### src/rtl/sdfa_neuron_array.sv
// sdfa_neuron_array: multi-channel saturating spike accumulator with block threshold and read handshake (optional leak via SDFA_NEURON_LEAK_EN)
module sdfa_neuron_array #(
   parameter int NUM_CH     = 4,
   parameter int W_WIDTH    = 9,
   parameter int ACC_WIDTH  = 10,
   parameter int BLOCK_LEN  = 16,
   parameter int LEAK_SHIFT = 3
) (
   input  logic                           clk,
   input  logic                           rst,
   input  logic                           cal_en,
   input  logic                           new_block,
   input  logic                           input_spike,
   input  logic [NUM_CH*W_WIDTH-1:0]      weight,
   input  logic [ACC_WIDTH-1:0]           threshold,
   input  logic                           read_done,
   output logic [NUM_CH*ACC_WIDTH-1:0]    sum,
   output logic [NUM_CH-1:0]              out_spike,
   output logic                           cal_done,
   output logic                           busy
);
   localparam int CW = $clog2(BLOCK_LEN + 1);
   typedef enum logic [1:0] {IDLE, ACCUM, DONE} state_t;
   state_t state, state_nx;
   logic [CW-1:0] cnt, cnt_nx, cnt_step;
   logic [NUM_CH*ACC_WIDTH-1:0] sum_nx, step_sum;
   logic [NUM_CH-1:0] spike_nx, fire;
   logic done_nx, accept, last;
   if (BLOCK_LEN < 1 || ACC_WIDTH < W_WIDTH || LEAK_SHIFT < 0) begin : g_bad_param
      $error("sdfa_neuron_array: illegal parameter combination");
   end
   // new_block behaves as a clear to IDLE, so a coincident step starts from zero
   assign accept   = cal_en && (new_block || state != DONE);
   assign cnt_step = (new_block ? {CW{1'b0}} : cnt) + CW'(1);
   assign last     = cnt_step == CW'(BLOCK_LEN);
   assign busy     = state == ACCUM;
   for (genvar i = 0; i < NUM_CH; i++) begin : g_ch
      logic signed [ACC_WIDTH-1:0] base, leaked, sat;
      logic signed [ACC_WIDTH:0]   raw, addend;
      logic [W_WIDTH-1:0]          w;
      assign w      = weight[i*W_WIDTH +: W_WIDTH];
      assign base   = new_block ? '0 : sum[i*ACC_WIDTH +: ACC_WIDTH];
`ifdef SDFA_NEURON_LEAK_EN
      assign leaked = base - (base >>> LEAK_SHIFT);
`else
      assign leaked = base;
`endif
      assign addend = input_spike ? {{(ACC_WIDTH+1-W_WIDTH){w[W_WIDTH-1]}}, w} : '0;
      assign raw    = {leaked[ACC_WIDTH-1], leaked} + addend;
      // one extra bit exposes overflow; clamp to the representable extreme
      assign sat    = (raw[ACC_WIDTH] == raw[ACC_WIDTH-1]) ? raw[ACC_WIDTH-1:0]
                    : {raw[ACC_WIDTH], {(ACC_WIDTH-1){~raw[ACC_WIDTH]}}};
      assign step_sum[i*ACC_WIDTH +: ACC_WIDTH] = sat;
      assign fire[i] = sat >= $signed(threshold);
   end
   // next-state: clear on new_block or acknowledged read, then apply an accepted step
   always_comb begin
      state_nx = state;
      cnt_nx   = cnt;
      sum_nx   = sum;
      spike_nx = out_spike;
      done_nx  = cal_done;
      if (new_block || (state == DONE && read_done)) begin
         state_nx = IDLE;
         cnt_nx   = '0;
         sum_nx   = '0;
         spike_nx = '0;
         done_nx  = 1'b0;
      end
      if (accept) begin
         cnt_nx   = cnt_step;
         sum_nx   = step_sum;
         state_nx = last ? DONE : ACCUM;
         spike_nx = last ? fire : '0;
         done_nx  = last;
      end
   end
   // state and output registers
   always_ff @(posedge clk or posedge rst) begin
      if (rst) begin
         state     <= IDLE;
         cnt       <= '0;
         sum       <= '0;
         out_spike <= '0;
         cal_done  <= 1'b0;
      end else begin
         state     <= state_nx;
         cnt       <= cnt_nx;
         sum       <= sum_nx;
         out_spike <= spike_nx;
         cal_done  <= done_nx;
      end
   end
endmodule
### config.mk
export PLATFORM = sky130hd
export DESIGN_NAME = sdfa_neuron_array
export DESIGN_NICKNAME = d
export VERILOG_FILES = /design/src/rtl/sdfa_neuron_array.sv
export SDC_FILE = /design/constraint.sdc
export NUM_CORES = 1
export LEC_CHECK = 0
export ABC_AREA = 1
export BUFFER_PORTS_ARGS = -buffer_cell sky130_fd_sc_hd__buf_2
export CORE_MARGIN = 1
export CORE_UTILIZATION = 55
export DETAILED_ROUTE_END_ITERATION = 6
export PLACE_DENSITY_LB_ADDON = 0.15
export SYNTH_ARGS = -nofsm -noshare
export SYNTH_HDL_FRONTEND = slang
export SYNTH_SLANG_ARGS = --single-unit
### constraint.sdc
create_clock -name clk -period 8.3 [get_ports clk]
set_input_delay 1.66 -clock clk [delete_from_list [all_inputs] [get_ports clk]]
set_output_delay 1.66 -clock clk [all_outputs]
set_load 0.05 [all_outputs]
Word level (Yosys, flattened, before mapping)
Index checks and enable logic that the tools add are counted.

word-level totals
  bits in writable memories = 0
  bits in registers = 52
  output and inout bits = 46
  memories kept = 0
  latch bits = 0
  ROM bits = 0
  logic and storage cells = 56

operators by class
  add/sub/neg operators = 5
  magnitude comparators = 4
  bitwise logic cells = 4
  multiplexer cells = 25
  $mul = 0
  reductions and logical operators = 5
  shifts and indexed selects = 0
  div/mod/pow operators = 0
  equal/unequal tests = 8

operators with widths
  operator                                        count
  two-way mux 10 bit                              8
  two-way mux 40 bit                              2
  adder 11 bit                                    4
  two-way mux 11 bit                              4
  >= comparator 10 bit                            4
  two-way mux 5 bit                               3
  two-way mux 4 bit                               3
  two-way mux 2 bit                               3
  adder 5 x 1 -> 5 bit (second input constant)    1
  == test 5 bit (second input constant)           1
  == test 1 bit                                   4
  inverter 1 bit                                  4
  == test 2 x 1 -> 1 bit (second input constant)  1
  == test 2 bit (second input constant)           1
  logical AND 1 bit                               2
  logical OR 1 bit                                2
  two-way mux 1 bit                               2
  inequality test 2 bit (second input constant)   1
  nonzero test 2 bit                              1

Longest topological paths before layout
Gate-level depths: netlist of run 1.

  depth in word-level cells = 7
  gate-level depth with buffers = 29

Worst setup path after synthesis of run 1
OpenSTA, ideal clock, no wires.

  path type = in2reg
  from = input new_block
  to = register out_spike[2]
  stages on the path = 28
  data required time = 8.182 ns
  library setup time = 0.118 ns
  buffers on the path = 3
  slack = 3.056 ns
  arrival = 5.127 ns
  cell sequence = clkbuf_1 -> clkbuf_1 -> nor2_1 -> ha_1 -> nand2_1 -> inv_1 -> a21oi_1 -> nand2_1 -> nand2_1 -> nand2_1 -> a21oi_1 -> inv_1 -> nand2_1 -> nand2_1 -> ha_1 -> nand3_2 -> buf_4 -> nand2_1 -> inv_1 -> ha_1 -> nand2_1 -> nor2_1 -> o211ai_1 -> nand3_1 -> xor2_1 -> nand2_1 -> nand2_1 -> nand2_1

on the way
  word-level cells in the longest chain between the ends = 7
  elaborated cells on any way between the ends = 15

ends and longest elaborated chain
  element                                                 line    RTL
  start: declaration                                      12      input logic new_block,
  two-way mux 10 bit                                      42      assign base = new_block ? '0 : sum[i*ACC_WIDTH +: ACC_WIDTH];
  adder 11 bit                                            49      assign raw = {leaked[ACC_WIDTH-1], leaked} + addend;
  == test 1 bit / inverter 1 bit (equally long branches)  51, 52
  two-way mux 10 bit                                      51      assign sat = (raw[ACC_WIDTH] == raw[ACC_WIDTH-1]) ? raw[ACC_WIDTH-1:0]
  >= comparator 10 bit                                    54      assign fire[i] = sat >= $signed(threshold);
  two-way mux 4 bit                                       74      spike_nx = last ? fire : '0;
  two-way mux 4 bit                                       70      if (accept) begin
  end signal: assignment                                  90      out_spike <= spike_nx;
  end: declaration                                        18      output logic [NUM_CH-1:0] out_spike,

Several ways; a longest one is shown, not always the timed one.
A chain may end at the register's enable or synchronous reset.

Worst setup path in the final report of run 1
Same ends and word-level chain as after synthesis.

==> results of run 1 <==
[report_power, final]
group	total, mW	switching (mW)	internal [mW]
logic	1.12	0.771	0.354
clock network	0.223	0.109	0.114
registers	0.367	0.0519	0.315
total	1.71	0.932	0.783
[tightest hold or removal path, delay by kind of cell, from the launching register on]
family           cells  cell delay, ns
DFF                  1            0.36
and+or+nand+nor      2            0.11
[layer usage]
| metal | part of all wire [%] | vias to the layer above |
|---|---|---|
| li1 | - | 3274 |
| met2 | 45 | 151 |
| met5 | 0 | - |
| met3 | 4.9 | 20 |
| met1 | 49 | 2770 |
| met4 | 1.7 | 0 |
[metrics by stage]
stage	worst slack [ns]	total power, mW	instance area, µm²	util, %	hold slack (ns)
after floorplan	3.056	1.262	6222	-	0.4753
after global placement	2.580	1.477	6784	62.04	0.4830
after detailed placement	2.539	1.493	6784	62.04	0.4855
after CTS	2.843	1.723	6933	63.40	0.5059
after global routing	2.350	1.877	6933	63.40	0.5237
final	2.859	1.715	6933	63.40	0.5022
[worst min-delay path by stage]
stage | to | slack [ns] | depth (start not counted)
floorplan | cnt[2] | 0.48 | 2
global placement | sum[24] | 0.48 | 2
detailed placement | sum[38] | 0.49 | 2
CTS | sum[38] | 0.51 | 2
global route | sum[30] | 0.52 | 2
finish | sum[38] | 0.50 | 2
[flip-flops by register name, indices dropped and copies added, names as in the netlist]
name and cells:
sum 40, cnt 5, out_spike 4, cal_done 1, state 1
[area by class of cell]
| cell class | count | area, µm² |
|---|---|---|
| Inverter | 187 | 701.9 |
| Fill cell | 1105 | 4003 |
| Clock buffer | 5 | 125.1 |
| Clock inverter | 3 | 23.77 |
| Multi-Input combinational cell | 730 | 4123 |
| Timing Repair Buffer | 100 | 508.0 |
| Sequential cell | 51 | 1276 |
| Tap cell | 140 | 175.2 |
[synthesized netlist by cell type (3+ instances only)]
cell type	count	area share, %
a21oi_2	4	0.56
o21a_1	3	0.36
nand3_1	76	6.1
o21ai_1	3	0.24
nand2_1	308	19
and2_1	3	0.30
buf_6	4	0.72
xnor2_1	6	0.84
buf_2	7	0.56
o21bai_1	3	0.36
ha_1	88	18
nand4_1	12	1.2
nor3_1	3	0.24
nand2_2	10	1.0
o211ai_1	6	0.72
inv_1	183	11
clkbuf_1	8	0.48
inv_2	4	0.24
nand3b_1	4	0.48
nand3_2	4	0.64
nor3_2	3	0.48
dfrtp_1	51	21
xor2_1	9	1.3
o22ai_1	3	0.30
or2_2	8	0.80
o21ai_0	23	1.8
fa_1	4	1.3
a21oi_1	48	3.9
nor2_1	86	5.2
[cells by family after synthesis]
kind of cell    after synthesis  synth area share [%]
compound gates               99                 8.968
buf+inv                     208                 13.23
fa+ha+maj                    92                 18.98
xor+xnor                     15                 2.111
flops                        51                 20.51
simple gates                524                 36.20
==> results.tsv, run 1 <==
stage	metric	value	unit
outcome	outcome	finished, final reports clean	
floorplan	core_area	10940	µm²
final_layout	final_cell_mix	nand2_1, inv_1, buf_2, ha_1, nor2_1	
drt	routedWlPerCell	12.39	µm
critical_path	cp-endpoint	out_spike[2]	
critical_path	path_buf_inv	5	
synthesis	synthArstFlopShare	100.0	%
min_path	hp-start	sum[38]	
critical_path	crit_slowest_cell	buf_2	
clock_tree	clk_pin_slew	0.07	ns
final_layout	drive_gt1_share	13.57	%
synthesis	synth_cell_types	40	
synthesis	ys_ff_latch	51	
critical_path	crit_top_cell	nand2_1	
clock_tree	cts_sinks	51	
synthesis	synth_area	6222	µm²
global_routing	busiest_layer	met2	
timing	fmax	183.8	MHz
synthesis	syn_inst	989	
global_routing	grt_util_met1	35.65	%
timing	tns	0	ns
placement	dpl.hpwl	11730	µm
global_routing	grt_max_degree	52	
floorplan	dieArea	11740	µm²
clock_tree	worstSkewPairLatency	0.31	ns
critical_path	startpoint	new_block	
critical_path	reg2reg_slack	4.38	ns
drt	drtAntennaViolNets	0	
power_and_ir_drop	p_per_area	247.3	nW/µm²
timing	finClkSkew	0.006026	ns
final_layout	syn_to_final_growth	11.42	%
placement	place_inst	1208	
drt	drt_wl_total	15070	µm
drt	drtPass1Iterations	5	
timing	setup_viol	0	
critical_path	r2r_cells	25	
global_routing	gr-total-overflow	0	
clock_tree	cts_buffers	5	
run	cap_violations	0	
placement	portBuffers	97	
global_routing	track_usage	26.97	%
power_and_ir_drop	power.leakage	4.399	nW
timing	post-route-min-period	5.441	ns
synthesis	synth_edf_count	0	
floorplan	die_w	108.4	µm
clock_tree	post_cts_buffers	0	
timing	fin_crit_sh	65.55	%
placement	gp_congestion	0.9106	
critical_path	setup.worst_path.end_class	flop	
critical_path	r2r-end	out_spike[2]	
global_routing	antenna_found_initial	0	
critical_path	max_stage_delay	0.40	ns
synthesis	ys_seq_area_share	20.51	%
drt	vias	6215	
synthesis	avgSynthCellArea	6.291	µm²
synthesis	synth_ff_type	dfrtp_1	
synthesis	ys_warn_count	0	
timing	final_hold_viol_count	0	
clock_tree	cts_tree	built	
final_layout	stdcell_count	1216	
critical_path	crit_family	simple AND/OR/NAND/NOR gates	
drt	drtIter0Drc	272	
floorplan	pin_count	98	
global_routing	grt_pass1_wl	24920	µm
global_routing	gr-usage-met3	3.617	%
clock_tree	ctsResizeCount	0	
global_routing	met2_usage	45.91	%
critical_path	path_class	input port to flop	
clock_tree	clk_path_buf_depth	2	
critical_path	reg2reg_from	sum[24]	
drt	remaining_drc_errors	0	
timing	max_slew_margin	45.37	%
timing	slew_viol_final	0	
critical_path	cp.depth	28	
synthesis	syn-num-nets	1133	
critical_path	crit_path_max_fanout	25	
final_layout	fin_nets	1219	
critical_path	arrival	5.64	ns
global_routing	grt_pass1_vias	5590	
clock_tree	cts_root_buf	clkbuf_16	
clock_tree	hold_buffers	0	
drt	viasPerCell	5.111	
floorplan	die_h	108.4	µm
timing	worst_pin_slew	0.8183	ns
floorplan	initial_core_util	56.90	%
final_layout	layout_commonest_cell	nand2_1	
floorplan	fp-row-count	38	
power_and_ir_drop	irDropWorstVdd	138.4	µV
min_path	min_path_type	flop to flop	
critical_path	required	8.50	ns
critical_path	start_kind	input port	
final_layout	diodes	0	
clock_tree	h-tree-depth	2	
timing	rsz0062_at_grt	no	
Power figures use the tool's default switching activity.
==> inputs of run 2 (changes only) <==
Clock period 8.3 ns to 5.61 ns, I/O delays scaled along.
==> run 2 against run 1 <==
Combinational power grew 48%. Clock power grew 39%. Non-clock buffer count grew 2. Flip-flop and latch count is the same. Register-to-register slack lost 2.7 ns. Highest routed layer unchanged. Global-route usage shrank 0.12 points. Count of clock-buffer cells in the layout grew 2. Cell count grew 0.16%.
==> results.tsv, run 2 (same netlist as run 1, synthesis figures left out) <==
stage	metric	value	unit	change
final_layout	layout_commonest_cell	nand2_1		
clock_tree	worstSkewPairLatency	0.29	ns	-0.02 ns
global_routing	antenna_found_initial	0		unchanged
timing	post-route-min-period	4.825	ns	
global_routing	grt_pass1_wl	25190	µm	+1.1%
critical_path	arrival	5.05	ns	-0.59 ns
placement	place_ws	0.4560	ns	-2.083 ns
final_layout	drive_gt1_share	13.54	%	-0.025 points
floorplan	core_area	10940	µm²	unchanged
clock_tree	hold_buffers	0		unchanged
critical_path	path_class	input port to flop		
final_layout	diodes	0		unchanged
timing	fin_crit_sh	86.01	%	
placement	dpl.hpwl	11720	µm	about the same
placement	portBuffers	97		unchanged
timing	worst_pin_slew	0.8036	ns	-0.01477 ns
drt	wl_met1	7231	µm	-1.6%
power_and_ir_drop	power.leakage	4.409	nW	+0.24%
timing	fmax	207.2	MHz	
critical_path	required	5.84	ns	-2.66 ns
drt	met3_length	832	µm	+12%
floorplan	die_w	108.4	µm	unchanged
power_and_ir_drop	p_per_area	362.2	nW/µm²	+46%
timing	tns	0	ns	unchanged
drt	routedWlPerCell	12.26	µm	-1.1%
drt	viasPerCell	5.037		-1.4%
drt	vias	6135		-1.3%
power_and_ir_drop	power_switching	1.359	mW	+46%
clock_tree	clk_path_buf_depth	2		unchanged
drt	drtIter0Drc	375		+38%
critical_path	setup.worst_path.end_class	flop		
timing	rsz0062_at_grt	no		
final_layout	syn_to_final_growth	11.68	%	
floorplan	fp-row-count	38		unchanged
global_routing	grt_pass1_vias	5628		+0.68%
outcome	outcome	finished, final reports clean		
final_layout	top_register	sum		
floorplan	dieArea	11740	µm²	unchanged
power_and_ir_drop	p_clk_share	12.4	%	-0.6 points
drt	top_layer_used	met4		
drt	remaining_drc_errors	0		unchanged
timing	finClkSkew	0.007180	ns	+0.001155 ns
power_and_ir_drop	p_int	1.158	mW	+48%
global_routing	track_usage	26.85	%	-0.12 points
clock_tree	cts_sinks	51		unchanged
floorplan	pin_count	98		unchanged
final_layout	fin_nets	1221		+0.16%
placement	gp_congestion	0.9269		+1.8%
drt	drtPass1Iterations	5		unchanged
floorplan	initial_core_util	56.90	%	unchanged
clock_tree	clk_pin_slew	0.07	ns	about the same
clock_tree	cts_root_buf	clkbuf_16		
drt	met2WireLength	6652	µm	-1.1%
timing	slew_viol_final	0		unchanged
timing	final_hold_viol_count	0		unchanged
min_path	min_path_type	flop to flop		
drt	drt_wl_total	14930	µm	-0.94%
clock_tree	cts_tree	built		
floorplan	die_h	108.4	µm	unchanged
final_layout	reg.largest.list	sum: 40 flops, cnt: 5 flops, out_spike: 4 flops		
clock_tree	h-tree-depth	2		unchanged
global_routing	gr-total-overflow	0		unchanged
timing	max_slew_margin	46.35	%	+0.99 points
final_layout	postLayoutCoreUtil	63.55	%	+0.15 points
power_and_ir_drop	p_comb_share	66.1	%	+0.5 points
global_routing	grt_max_degree	52		unchanged
final_layout	largest_register_ffs	40		unchanged
timing	setup_viol	0		unchanged
run	cap_violations	0		unchanged
timing	setup_ws	0.7846	ns	-2.075 ns
power_and_ir_drop	swShare	53.98	%	-0.35 points
power_and_ir_drop	irDropWorstVdd	229.9	µV	+66%
clock_tree	cts_buffers	5		unchanged
power_and_ir_drop	power_frac_seq	21.6	%	+0.2 points
drt	drtAntennaViolNets	0		unchanged
final_layout	final_cell_mix	nand2_1, inv_1, buf_2, ha_1, nor2_1		
clock_tree	ctsResizeCount	0		unchanged
clock_tree	post_cts_buffers	0		unchanged
critical_path	crit_path_max_fanout	18		-28%
critical_path	start_kind	input port		
[run 2: cell count changes in the layout (fill, tap and decap cells not counted)]
cell	change
buf_12	+1
buf_4	+1
clkbuf_1	+2
clkinvlp_4	-1
inv_8	-1
[run 2: layout make-up]
type,instances,area [µm²]
Inverter,187,701.9
Sequential cell,51,1276
Tap cell,140,175.2
Timing Repair Buffer,102,535.5
Fill cell,1051,3986
Clock inverter,1,5.005
Clock buffer,7,132.6
Multi-Input combinational cell,730,4123
[run 2: per-layer routing]
layer,GRT usage [%],vias to the layer above
li1,-,3277
met1,36.44,2701
met2,44.68,139
met3,3.195,18
met4,8.012,0
met5,0,-
[run 2: power by group through the flow]
| stage | Combinational (mW) | Sequential (mW) | Clock (mW) |
|---|---|---|---|
| after floorplan | 0.985 | 0.882 | 0 |
| after detailed placement | 1.66 | 0.549 | 0 |
| after CTS | 1.67 | 0.544 | 0.318 |
| final | 1.66 | 0.542 | 0.311 |
| after global routing | 1.88 | 0.558 | 0.330 |
| after global placement | 1.64 | 0.549 | 0 |
[run 2: path summary, 6_finish.rpt]
kind / to / startpoint / depth (start not counted) / slack (ns)
worst max-delay path: out_spike[0] / new_block / 27 / 0.78
worst min-delay path: sum[15] / sum[15] / 2 / 0.50
worst max register to register: out_spike[2] / sum[24] / 25 / 1.69
worst min register to register: sum[15] / sum[15] / 2 / 0.50
max in group asynchronous: sum[36] / rst / 3 / 4.14
min in group asynchronous: sum[4] / rst / 3 / 1.01
[run 2: stage by stage]
step	area, µm²	total power, mW	hold slack, ns	cells
CTS	6949	2.533	0.5076	1218
finish	6949	2.517	0.5045	1218
floorplan	6222	1.867	0.4753	989
detailed placement	6812	2.206	0.4894	1210
global placement	6812	2.185	0.4853	1210
global route	6949	2.765	0.5178	1218
[run 2: worst max-delay path, cell delays in order]
cell and delay (ns):
buf_2 0.34, buf_4 0.29, nor2_1 0.07, ha_1 0.38, a21oi_2 0.21, nand2_1 0.09
nand2_1 0.09, nand2_1 0.05, nand2_1 0.07, nand2_1 0.05, a21oi_1 0.15, xor2_1 0.21
inv_1 0.07, ha_1 0.36, inv_1 0.21, nand3b_1 0.13, nand2_1 0.08, inv_1 0.05
ha_1 0.26, nand2_1 0.06, nor2_1 0.18, o211ai_1 0.12, nand3_1 0.11, nand2_1 0.05
o211ai_1 0.08, nand2_1 0.07, nand2_1 0.07
==> inputs of run 3 (changes only) <==
Settings changed: CORE_UTILIZATION 55 to 45.
==> run 3 against run 2 <==
Cell count rose by 2.7%. Final area rose by 0.41%. First-iteration DRC count fell by 22%. Worst hold slack improved by 0.0017 ns. Total power fell by 0.11%. Critical endpoint is now out_spike[2]. Register-to-register slack improved by 0.07 ns. Die area rose by 22%. Setup slack got worse by 0.027 ns. Count of clock-buffer cells in the layout fell by 1.
==> results.tsv, run 3 (same netlist as run 1, synthesis figures left out) <==
stage	metric	value	unit	change
final_layout	drive_gt1_share	13.40	%	-0.15 points
drt	drtIter0Drc	293		-22%
critical_path	crit_path_max_fanout	22		+4
critical_path	setup.worst_path.end_class	flop		
drt	drt_wl_total	16040	µm	+7.4%
power_and_ir_drop	p_per_area	360.3	nW/µm²	-0.52%
drt	routedWlPerCell	12.82	µm	+4.6%
final_layout	postLayoutCoreUtil	52.28	%	-11 points
drt	remaining_drc_errors	0		unchanged
final_layout	largest_register_ffs	40		unchanged
critical_path	startpoint	input_spike		
clock_tree	cts_tree	built		
clock_tree	h-tree-depth	2		unchanged
drt	drtAntennaViolNets	0		unchanged
final_layout	fillCellCount	1440		+37%
global_routing	track_usage	24.10	%	-2.8 points
final_layout	syn_to_final_growth	12.15	%	
global_routing	grt_max_degree	52		unchanged
critical_path	path_class	input port to flop		
floorplan	core_area	13350	µm²	+22%
min_path	hold-path-cell-count	2		unchanged
clock_tree	ctsResizeCount	0		unchanged
clock_tree	cts_root_buf	clkbuf_16		
timing	finClkSkew	0.004791	ns	-0.002389 ns
clock_tree	clk_pin_slew	0.07	ns	about the same
timing	fmax	206.1	MHz	-0.57%
critical_path	r2r_cells	25		unchanged
critical_path	reg2reg_from	sum[24]		
timing	max_slew_margin	43.59	%	-2.8 points
timing	tns	0	ns	unchanged
global_routing	gr-total-overflow	0		unchanged
final_layout	multi_input_area	4123	µm²	unchanged
floorplan	dieArea	14300	µm²	+22%
floorplan	die_w	119.6	µm	+10%
outcome	outcome	finished, final reports clean		
drt	vias	6094		-0.67%
final_layout	final_cell_mix	nand2_1, inv_1, buf_2, ha_1, nor2_1		
clock_tree	hold_buffers	0		unchanged
min_path	hp-start	sum[5]		
timing	final_hold_viol_count	0		unchanged
timing	fin_crit_sh	86.50	%	+0.49 points
critical_path	required	5.81	ns	-0.03 ns
final_layout	ff_latch_area	1276	µm²	unchanged
clock_tree	worstSkewPairLatency	0.30	ns	about the same
critical_path	arrival	5.05	ns	about the same
timing	rsz0062_at_grt	no		
global_routing	antenna_found_initial	0		unchanged
final_layout	diodes	0		unchanged
timing	post-route-min-period	4.853	ns	+0.02749 ns
global_routing	grt_pass1_wl	27630	µm	+9.7%
min_path	min_path_type	flop to flop		
global_routing	grt_pass1_vias	5844		+3.8%
drt	drtPass1Iterations	4		-1
placement	portBuffers	97		unchanged
final_layout	layout_commonest_cell	nand2_1		
timing	setup_viol	0		unchanged
floorplan	initial_core_util	46.62	%	-10 points
floorplan	pin_count	98		unchanged
floorplan	fp-row-count	42		+11%
clock_tree	cts_buffers	5		unchanged
clock_tree	post_cts_buffers	0		unchanged
clock_tree	clk_path_buf_depth	2		unchanged
final_layout	fin_nets	1220		-0.082%
power_and_ir_drop	irDropWorstVdd	221.4	µV	-3.7%
floorplan	die_h	119.6	µm	+10%
drt	viasPerCell	4.871		-3.3%
run	cap_violations	0		unchanged
timing	worst_pin_slew	0.8450	ns	+0.04141 ns
timing	slew_viol_final	0		unchanged
final_layout	top_register	sum		
final_layout	reg.largest.list	sum: 40 flops, cnt: 5 flops, out_spike: 4 flops		
power_and_ir_drop	power.leakage	4.400	nW	-0.22%
clock_tree	cts_sinks	51		unchanged
placement	gp_congestion	0.8594		-7.3%
critical_path	start_kind	input port		
placement	dpl.hpwl	12560	µm	+7.2%
## run 3: worst paths after layout
check	end	slack [ns]
setup / recovery	out_spike[2]	0.76
hold / removal	sum[5]	0.51
setup reg to reg	out_spike[2]	1.76
hold reg to reg	sum[5]	0.51
max in group asynchronous	sum[26]	4.14
min in group asynchronous	state[0]	1.02
## run 3: metrics by stage
stage	total power [mW]	setup WS (ns)	hold WS [ns]	instances	instance area, µm²
2_1_floorplan	1.867	0.9036	0.4753	989	6222
3_3_place_gp	2.201	0.5673	0.4836	1245	6849
3_5_place_dp	2.217	0.4118	0.4838	1245	6849
4_1_cts	2.537	0.7217	0.5025	1251	6978
5_1_grt	2.789	0.2294	0.5302	1251	6978
6_report	2.514	0.7572	0.5062	1251	6978
## run 3: critical path, stage by stage
cell	delay, ns
buf_2	0.38
buf_4	0.32
nand2_1	0.07
inv_1	0.06
ha_1	0.17
inv_1	0.06
fa_1	0.37
inv_1	0.13
nand3_1	0.11
nand3_1	0.10
nand2_1	0.08
and2_1	0.18
ha_1	0.34
nand3_2	0.29
nand2_1	0.16
inv_1	0.05
ha_1	0.28
nand2_1	0.05
nor2_1	0.17
o211ai_1	0.12
nand3_1	0.10
xor2_1	0.14
nand2_1	0.06
nand2_1	0.06
nand2_1	0.05
## run 3: cell type report
type                       count  share of cell area (%)
multi-input combinational    730                   59.08
sequential                    51                   18.29
clock buffer                   6                   1.847
timing repair buffer         101                   7.567
tap                          176                   3.156
inverter                     187                   10.06
## run 3: layer usage
metal  vias to the layer above  share of wire, %  GRT usage [%]
met5                         -                 0              0
met2                       118                46          40.61
li1                       3275                 -              -
met4                         0              0.72          4.688
met3                         8               4.4          3.422
met1                      2693                49          32.79
## run 3: power by group
group	switching [mW]	leakage, nW	total, mW	internal, mW
Sequential	0.0763	0.654	0.543	0.467
Combinational	1.14	3.68	1.66	0.525
Clock	0.147	0.0628	0.309	0.161
Total	1.36	4.40	2.51	1.15
